==> config.mk <==
export PLATFORM = sky130hd
export DESIGN_NAME = game_ctrl_grid
export DESIGN_NICKNAME = d
export VERILOG_FILES = /design/src/rtl/game_pkg.sv /design/src/rtl/game_timer.sv /design/src/rtl/game_ctrl_grid.sv
export SDC_FILE = /design/constraint.sdc
export NUM_CORES = 1
export LEC_CHECK = 0
export ABC_CLOCK_PERIOD_IN_PS = 6800
export CAP_MARGIN = 20
export CORE_ASPECT_RATIO = 1.4
export CORE_MARGIN = 2
export CORE_UTILIZATION = 40
export CTS_CLUSTER_SIZE = 40
export DETAILED_ROUTE_END_ITERATION = 6
export PLACE_DENSITY_LB_ADDON = 0.2
export SLEW_MARGIN = 0
export SYNTH_ARGS = -nofsm -noshare
export SYNTH_HDL_FRONTEND = slang
export SYNTH_HIERARCHICAL = 1
export SYNTH_SLANG_ARGS = --single-unit
==> constraint.sdc <==
create_clock -name clk -period 6.8 [get_ports clk]
set_input_delay 1.36 -clock clk [delete_from_list [all_inputs] [get_ports clk]]
set_output_delay 1.36 -clock clk [all_outputs]
set_load 0.02 [all_outputs]
==> src/rtl/game_pkg.sv <==
// Shared types and constants for the card-matching game controller:
// FSM states, UART command bytes and the layout-rotation LFSR.
package game_pkg;

    typedef enum logic [2:0] {
        WAIT = 3'd0,
        SHOW = 3'd1,
        GAME = 3'd2,
        HOLD = 3'd3,
        END  = 3'd4
    } state_t;

    localparam logic [7:0] CMD_UP      = 8'h31;
    localparam logic [7:0] CMD_DOWN    = 8'h32;
    localparam logic [7:0] CMD_LEFT    = 8'h33;
    localparam logic [7:0] CMD_RIGHT   = 8'h34;
    localparam logic [7:0] CMD_OPEN    = 8'h35;
    localparam logic [7:0] CMD_RESTART = 8'h36;

    // x^8 + x^6 + x^5 + x^4 + 1, shifted left with feedback into bit 0
    localparam logic [7:0] LFSR_TAPS = 8'hB8;
    localparam logic [7:0] LFSR_SEED = 8'h01;

    function automatic logic [7:0] lfsr_next(input logic [7:0] cur);
        return {cur[6:0], ^(cur & LFSR_TAPS)};
    endfunction

endpackage

==> src/rtl/game_timer.sv <==
// Game clock: counts video frames into seconds and counts left_time down.
// Mismatch penalties are applied only when GAME_PENALTY_EN is defined.
module game_timer #(
    parameter int FRAMES_PER_SEC = 60,
    parameter int GAME_SECONDS   = 300,
    parameter int TIME_W         = 12,
    parameter int PENALTY_SEC    = 5
) (
    input  logic              clk,
    input  logic              rst,
    input  logic              run,
    input  logic              load,
    input  logic              frame_tick,
    input  logic              penalty,
    output logic [TIME_W-1:0] left_time
);

    localparam int FC_W = $clog2(FRAMES_PER_SEC + 1);

    logic [FC_W-1:0]   frame_cnt;
    logic              sec_tick;
    logic [TIME_W-1:0] pen_dec;
    logic [TIME_W-1:0] dec;

    assign sec_tick = run && frame_tick && (frame_cnt == FC_W'(FRAMES_PER_SEC - 1));

`ifdef GAME_PENALTY_EN
    assign pen_dec = (run && penalty) ? TIME_W'(PENALTY_SEC) : '0;
`else
    logic unused_penalty;
    assign unused_penalty = penalty ^ (PENALTY_SEC != 0);
    assign pen_dec        = '0;
`endif

    // A second boundary and a penalty on the same edge stack into one subtraction
    assign dec = pen_dec + (sec_tick ? TIME_W'(1) : TIME_W'(0));

    always_ff @(posedge clk) begin
        if (rst || load) begin
            frame_cnt <= '0;
            left_time <= TIME_W'(GAME_SECONDS);
        end else if (!run) begin
            frame_cnt <= '0;
        end else begin
            if (frame_tick) begin
                frame_cnt <= sec_tick ? '0 : frame_cnt + FC_W'(1);
            end
            left_time <= (left_time > dec) ? left_time - dec : '0;
        end
    end

endmodule

==> src/rtl/game_ctrl_grid.sv <==
// Card-matching game controller for a ROWS x COLS grid, between the UART
// command receiver and the renderer. GAME_PENALTY_EN enables time penalties.
module game_ctrl_grid
    import game_pkg::*;
#(
    parameter int ROWS = 4,
    parameter int COLS = 4,
    parameter int ID_W = 4,
    parameter logic [ROWS*COLS*ID_W-1:0] INIT_CARD_LOC = 64'h0714_2061_4352_3657,
    parameter int FRAMES_PER_SEC = 60,
    parameter int GAME_SECONDS   = 300,
    parameter int TIME_W         = 12,
    parameter int SHOW_CYC       = 125_000_000,
    parameter int HOLD_CYC       = 25_000_000,
    parameter int PENALTY_SEC    = 5,
    localparam int N     = ROWS * COLS,
    localparam int IDX_W = $clog2(N),
    localparam int MC_W  = $clog2(N / 2 + 1)
) (
    input  logic                clk,
    input  logic                rst,
    input  logic                frame_tick,
    input  logic                cmd_valid,
    input  logic [7:0]          cmd_data,
    output state_t              state,
    output logic [IDX_W-1:0]    cursor,
    output logic                first_vld,
    output logic [IDX_W-1:0]    first_idx,
    output logic                second_vld,
    output logic [IDX_W-1:0]    second_idx,
    output logic [N-1:0]        card_found,
    output logic [N*ID_W-1:0]   card_loc,
    output logic [TIME_W-1:0]   left_time,
    output logic [MC_W-1:0]     match_cnt,
    output logic [15:0]         attempt_cnt
);

    localparam int LOC_W   = N * ID_W;
    localparam int CNT_MAX = (SHOW_CYC > HOLD_CYC) ? SHOW_CYC : HOLD_CYC;
    localparam int CNT_W   = $clog2(CNT_MAX + 1);

    state_t             state_nxt;
    logic [7:0]         lfsr;
    logic [CNT_W-1:0]   phase_cnt, phase_nxt;
    logic [IDX_W-1:0]   cursor_nxt, first_idx_nxt, second_idx_nxt;
    logic               first_vld_nxt, second_vld_nxt;
    logic [N-1:0]       found_nxt;
    logic [LOC_W-1:0]   loc_nxt, loc_rot;
    logic [2*LOC_W-1:0] loc_dbl;
    logic [MC_W-1:0]    match_nxt;
    logic [15:0]        attempt_nxt;
    logic [ID_W-1:0]    id_cursor, id_first;
    logic               timer_run, timer_load, timer_penalty;
    logic               restart, all_found, open_ok;
    int unsigned        cur_i;

    // Right rotation by whole slots: shift a doubled copy and keep the low half
    assign loc_dbl   = {INIT_CARD_LOC, INIT_CARD_LOC} >> ((int'(lfsr) % N) * ID_W);
    assign loc_rot   = loc_dbl[LOC_W-1:0];

    assign cur_i     = 32'(cursor);
    assign id_cursor = card_loc[cur_i * ID_W +: ID_W];
    assign id_first  = card_loc[32'(first_idx) * ID_W +: ID_W];
    assign restart   = cmd_valid && (cmd_data == CMD_RESTART);
    assign all_found = &card_found;
    assign open_ok   = !card_found[cursor] && !(first_vld && (cursor == first_idx));
    assign timer_run = (state == GAME) || (state == HOLD);

    always_comb begin
        state_nxt      = state;
        phase_nxt      = phase_cnt;
        cursor_nxt     = cursor;
        first_vld_nxt  = first_vld;
        first_idx_nxt  = first_idx;
        second_vld_nxt = second_vld;
        second_idx_nxt = second_idx;
        found_nxt      = card_found;
        loc_nxt        = card_loc;
        match_nxt      = match_cnt;
        attempt_nxt    = attempt_cnt;
        timer_load     = 1'b0;
        timer_penalty  = 1'b0;

        case (state)
            WAIT: begin
                if (cmd_valid) begin
                    state_nxt      = SHOW;
                    phase_nxt      = '0;
                    loc_nxt        = loc_rot;
                    found_nxt      = '0;
                    cursor_nxt     = '0;
                    first_vld_nxt  = 1'b0;
                    first_idx_nxt  = '0;
                    second_vld_nxt = 1'b0;
                    second_idx_nxt = '0;
                    match_nxt      = '0;
                    attempt_nxt    = '0;
                    timer_load     = 1'b1;
                end
            end
            SHOW: begin
                if (phase_cnt == CNT_W'(SHOW_CYC)) begin
                    state_nxt = GAME;
                    phase_nxt = '0;
                end else begin
                    phase_nxt = phase_cnt + CNT_W'(1);
                end
            end
            GAME: begin
                if (restart) begin
                    state_nxt = WAIT;
                end else if (all_found || (left_time == '0)) begin
                    state_nxt = END;
                end else if (cmd_valid) begin
                    case (cmd_data)
                        CMD_UP:    if (cur_i >= COLS) cursor_nxt = cursor - IDX_W'(COLS);
                        CMD_DOWN:  if (cur_i < N - COLS) cursor_nxt = cursor + IDX_W'(COLS);
                        CMD_LEFT:  if (cur_i % COLS != 0) cursor_nxt = cursor - IDX_W'(1);
                        CMD_RIGHT: if (cur_i % COLS != COLS - 1) cursor_nxt = cursor + IDX_W'(1);
                        CMD_OPEN: begin
                            if (open_ok && !first_vld) begin
                                first_vld_nxt = 1'b1;
                                first_idx_nxt = cursor;
                            end else if (open_ok) begin
                                second_vld_nxt = 1'b1;
                                second_idx_nxt = cursor;
                                state_nxt      = HOLD;
                                phase_nxt      = '0;
                                if (attempt_cnt != 16'hFFFF) attempt_nxt = attempt_cnt + 16'd1;
                                if (id_cursor == id_first) begin
                                    found_nxt[cursor]    = 1'b1;
                                    found_nxt[first_idx] = 1'b1;
                                    match_nxt            = match_cnt + MC_W'(1);
                                end else begin
                                    timer_penalty = 1'b1;
                                end
                            end
                        end
                        default: ;
                    endcase
                end
            end
            HOLD: begin
                if (restart) begin
                    state_nxt = WAIT;
                end else if (phase_cnt == CNT_W'(HOLD_CYC)) begin
                    first_vld_nxt  = 1'b0;
                    second_vld_nxt = 1'b0;
                    phase_nxt      = '0;
                    state_nxt      = (all_found || (left_time == '0)) ? END : GAME;
                end else begin
                    phase_nxt = phase_cnt + CNT_W'(1);
                end
            end
            END: begin
                if (restart) state_nxt = WAIT;
            end
            default: state_nxt = WAIT;
        endcase
    end

    always_ff @(posedge clk) begin
        if (rst) begin
            state       <= WAIT;
            lfsr        <= LFSR_SEED;
            phase_cnt   <= '0;
            cursor      <= '0;
            first_vld   <= 1'b0;
            first_idx   <= '0;
            second_vld  <= 1'b0;
            second_idx  <= '0;
            card_found  <= '0;
            card_loc    <= INIT_CARD_LOC;
            match_cnt   <= '0;
            attempt_cnt <= '0;
        end else begin
            state       <= state_nxt;
            lfsr        <= lfsr_next(lfsr);
            phase_cnt   <= phase_nxt;
            cursor      <= cursor_nxt;
            first_vld   <= first_vld_nxt;
            first_idx   <= first_idx_nxt;
            second_vld  <= second_vld_nxt;
            second_idx  <= second_idx_nxt;
            card_found  <= found_nxt;
            card_loc    <= loc_nxt;
            match_cnt   <= match_nxt;
            attempt_cnt <= attempt_nxt;
        end
    end

    game_timer #(
        .FRAMES_PER_SEC (FRAMES_PER_SEC),
        .GAME_SECONDS   (GAME_SECONDS),
        .TIME_W         (TIME_W),
        .PENALTY_SEC    (PENALTY_SEC)
    ) u_timer (
        .clk        (clk),
        .rst        (rst),
        .run        (timer_run),
        .load       (timer_load),
        .frame_tick (frame_tick),
        .penalty    (timer_penalty),
        .left_time  (left_time)
    );

endmodule
After elaboration in Yosys (flattened, before gate mapping)
Index checks and enable logic that the tools add are counted.

word-level totals
  bits in registers = 170

operators by class
  mux-type cells = 99
  $lt $le $gt $ge = 7
  shift-type cells = 3
  $add $sub $neg = 9
  bitwise operators = 3
  reduce and logical (&&, ||, !) cells = 33
  eq/ne operators = 41

operator list
  operator                                                                 number
  27-bit 2-to-1 mux                                                        10
  16-bit 2-to-1 mux                                                        15
  64-bit by 7-bit variable part select with 4-bit output                   2
  123-bit by 6-bit >> shifter with 64-bit output, first input constant     1
  27-bit one-hot mux with 4 select lines                                   1
  4-bit 2-to-1 mux                                                         26
  16-bit one-hot mux with 2 select lines                                   2
  8-bit by 6-bit equality test with 1-bit output, second input constant    6
  3-bit 2-to-1 mux                                                         12
  9-bit AND reduction                                                      4
  16-bit OR                                                                2
  4-bit one-hot mux with 2 select lines                                    4
  32-bit nonzero test                                                      1
  27-bit by 1-bit adder with 27-bit output, second input constant          1
  27-bit by 25-bit equality test with 1-bit output, second input constant  1
  27-bit equality test, second input constant                              1
  1-bit 2-to-1 mux                                                         20
  2-bit != test, second input constant                                     10
  10-bit AND reduction                                                     2
  16-bit by 1-bit adder with 16-bit output, second input constant          1
  16-bit != test, second input constant                                    1
  4-bit one-hot mux with 4 select lines                                    1
  16-bit AND reduction                                                     1
  8-bit AND reduction                                                      2
  other kinds (41)                                                         68

Depth between registers and ports, before layout
  depth in word-level cells = 14
  gate-level depth with buffers = 13
  gate-level depth less buffers = 12

Cells and area by module
The synthesis kept the hierarchy.

modules (own cells, without submodules)
  module          instances  area each (um^2)  seq. area each (um^2)  cells each
  game_ctrl_grid  1          8161.6            2722.6                 983
  game_timer      1          893.4             360.3                  94

Least setup slack after synthesis
Ideal clock, no wire load.

  path kind = in2reg
  start = in cmd_data[6]
  end = reg phase_cnt[21]
  setup time = 0.070 ns
  cell stages on the path = 9
  path slack = 2.697 ns
  path buffers = 2
  arrival time = 4.033 ns
  cell sequence = nand4bb_1 -> or4_4 -> or3_4 -> a31o_1 -> buf_6 -> or4_1 -> buf_2 -> or4_1 -> a21oi_1

on the way
  longest elaborated chain between the ends = 4
  elaborated cells on any way between the ends = 7
  classes of those cells = 5 x eq/ne; 2 x reduce/logical

ends and longest elaborated chain
  what                                            RTL line               text
  from (decl)                                     game_ctrl_grid.sv:24   input logic [7:0] cmd_data,
  8-bit by 6-bit equality test with 1-bit output  game_ctrl_grid.sv:64   assign restart = cmd_valid && (cmd_data == CMD_RESTART);
  1-bit logical AND                               game_ctrl_grid.sv:64
  2-bit != test (no source line)                  -
  9-bit AND reduction (no source line) *          -
  to (signal assigned)                            game_ctrl_grid.sv:179  phase_cnt <= phase_nxt;
  to (decl)                                       game_ctrl_grid.sv:44   logic [CNT_W-1:0] phase_cnt, phase_nxt;

Every way passes the cells marked *; elsewhere a longest branch is shown, timed or not.
A chain may end at the register's enable or synchronous reset.

Final worst setup path
  start = in cmd_data[0]
  end = reg phase_cnt[11]

Same word-level chain as after synthesis.

==> results.tsv <==
stage	metric	value	unit
clock_network	Worst-Skew Late Latency	0.43	ns
worst_setup_path	crit path from	cmd_data[0]	
global_routing	Tot GR Track Use	22.73	%
global_routing	grt ovf	0	
global_routing	largest net degree at the start of global routing	68	
outcome	status	completed	
global_routing	initial antenna violation count	0	
detailed_routing	antenna viol nets, final	0	
global_routing	vias in the first global route	8141	
detailed_routing	met1 WL	11010	um
timing	max_slew headroom	26.55	%
detailed_routing	Routed WL per cell	18.73	um
power	leak pwr	3.747	nW
worst_setup_path	slowest CP cell	or4_1	
clock_network	clk slew on worst S/H paths	0.07	ns
detailed_routing	final wirelength	27600	um
worst_setup_path	Most Frequent Cell on Critical Path	or4_1	
place	routability cong.	0.9387	
die	IO Count	141	
cells_and_area	Final Util	49.56	%
clock_network	CTS Sinks	154	
timing	final setup violation count	0	
detailed_routing	1st-pass router iterations	5	
worst_setup_path	largest fanout on the critical path	19	
die	Die X-Extent	131.1	um
die	Core ar.	0.02237	mm2
timing	Tmin final	4.717	ns
power	PwrDens	233.3	mW/mm2
cells_and_area	diodes inserted	0	
cells_and_area	Post-Layout Cell Count	1473	
run	number of max-cap violations	0	
synth	Syn Area/Cell	8.410	um2
place	hpwl dp	19410	um
worst_hold_path	HP Start	lfsr[6]$_SDFF_PP0_	
synth	Cell Area, Synth	0.009049	mm2
global_routing	global-route wire length before repair	43610	um
worst_setup_path	worst r2r src	cursor[0]$_SDFFE_PP0P_	
worst_setup_path	worst path bufs/invs	2	
worst_setup_path	worst path required time	7.17	ns
worst_setup_path	Critical Path AT	5.08	ns
die	Starting Density	40.46	%
cells_and_area	final-layout fill cell count	2175	
place	DP Cell Count	1441	
timing	Slew Limit Fails	0	
power	Total Power	0.002585	W
detailed_routing	Via density	5.878	
timing	period utilization	69.36	%
detailed_routing	First DRT Iteration DRCs	480	
worst_setup_path	slowest cell delay on critical path	0.83	ns
detailed_routing	detailed-route DRC error count	0	
die	die height	182.0	um
clock_network	clk buf depth	2	
timing	clock skew	0.009399	ns
clock_network	cts bufs inserted	17	
worst_setup_path	worst path cell trace	clkdlybuf4s50_1 > inv_2 > or4_4 > or3_4 > a31o_1 > or4_1 > or4_1 > a21oi_1	
timing	TNS Setup	0	ns
synth	Cells after Synth	1076	
synth	Synth Warn #	6	
power	Peak VDD IR	0.2025	mV
timing	Worst Tran Pin Value	1.100	ns
clock_network	H-tree Lvls	4	
worst_setup_path	CP Capture Type	flip-flop	
cells_and_area	share of layout cells above drive strength 1	9.300	%
clock_network	post_cts resized	0	
detailed_routing	Met3 Wirelength	1273	um
die	total die area	0.02386	mm2
timing	final hold vios	0	
clock_network	buffers inserted by post-CTS timing repair	0	
clock_network	CTS tree	yes	
timing	RSZ-0062 raised after global routing	no	
worst_hold_path	Hold Crit Class	reg -> reg	
clock_network	CTS Root Cell	clkbuf_16	
detailed_routing	top sig layer	met4	
detailed_routing	metal2 WL	14210	um
worst_setup_path	Setup crit start kind	primary input	
clock_network	hold_buf cts	0	
timing	fmax	212.0	MHz
worst_setup_path	CP delay by family, top	simple AND/OR/NAND/NOR gates	
worst_setup_path	critical path type	in -> reg	
die	row count	65	
place	port bufs	124	
detailed_routing	via count	8659	
cells_and_area	Layout Nets	1194	
cells_and_area	Area Growth Syn to Fin	22.50	%
-- path summary, 6_finish.rpt --
kind / endpoint / slack, ns / depth (start not counted)
setup / recovery: phase_cnt[11]$_SDFFE_PP0P_ / 2.08 / 8
hold / removal: lfsr[7]$_SDFF_PP0_ / 0.45 / 1
setup reg to reg: match_cnt[2]$_SDFFE_PP0P_ / 3.39 / 8
hold reg to reg: lfsr[7]$_SDFF_PP0_ / 0.45 / 1
-- cells in the final DEF (no fill, tap or decap), types with 23 or more instances in the layout --
cell               n
a21oi_1          110
clkdlybuf4s50_1  123
dfxtp_1          154
inv_1             34
mux4_2            26
nand2_1           65
nand3_1           40
nand4_1           23
nor2_1           109
o21ai_0           48
o31ai_1           40
or4_1             36
-- where the power goes --
group	total (W)	internal [W]	switching (W)
Clock	0.00103	0.000643	0.000391
Combinational	0.000542	0.000206	0.000336
Sequential	0.00101	0.000948	0.0000612
-- stage by stage --
| stage | instance area [um2] | setup WS, ns | hold slack, ns |
|---|---|---|---|
| 3_3_place_gp | 10430 | 1.745 | 0.4268 |
| 5_1_grt | 11080 | 1.962 | 0.4531 |
| 6_report | 11080 | 2.083 | 0.4456 |
| 3_5_place_dp | 10430 | 1.672 | 0.4474 |
| 2_1_floorplan | 9105 | 2.708 | 0.4138 |
| 4_1_cts | 11070 | 2.122 | 0.4499 |
-- layout make-up --
class,instances,area (um2),area share (%)
multi-input combinational,809,5474,49.38
clock inverter,10,166.4,1.501
sequential,154,3083,27.81
clock buffer,21,470.5,4.244
inverter,36,135.1,1.219
timing repair buffer,142,1379,12.44
tap,301,376.6,3.398
-- sequential cells by signal, summed over array words and instances (netlist names), 3 cells and up --
name,cells
card_found,16
second_idx,4
u_timer/frame_cnt,6
lfsr,8
match_cnt,4
attempt_cnt,16
u_timer/left_time,12
phase_cnt,27
first_idx,4
cursor,4
card_loc,48
state,3
-- metal layers --
layer / vias up / track usage (%)
met4: 0 / 12.00
met1: 4146 / 26.11
met3: 66 / 3.406
met2: 270 / 40.76
met5: - / 0
li1: 4177 / -
(Power assumes the default switching activity.)
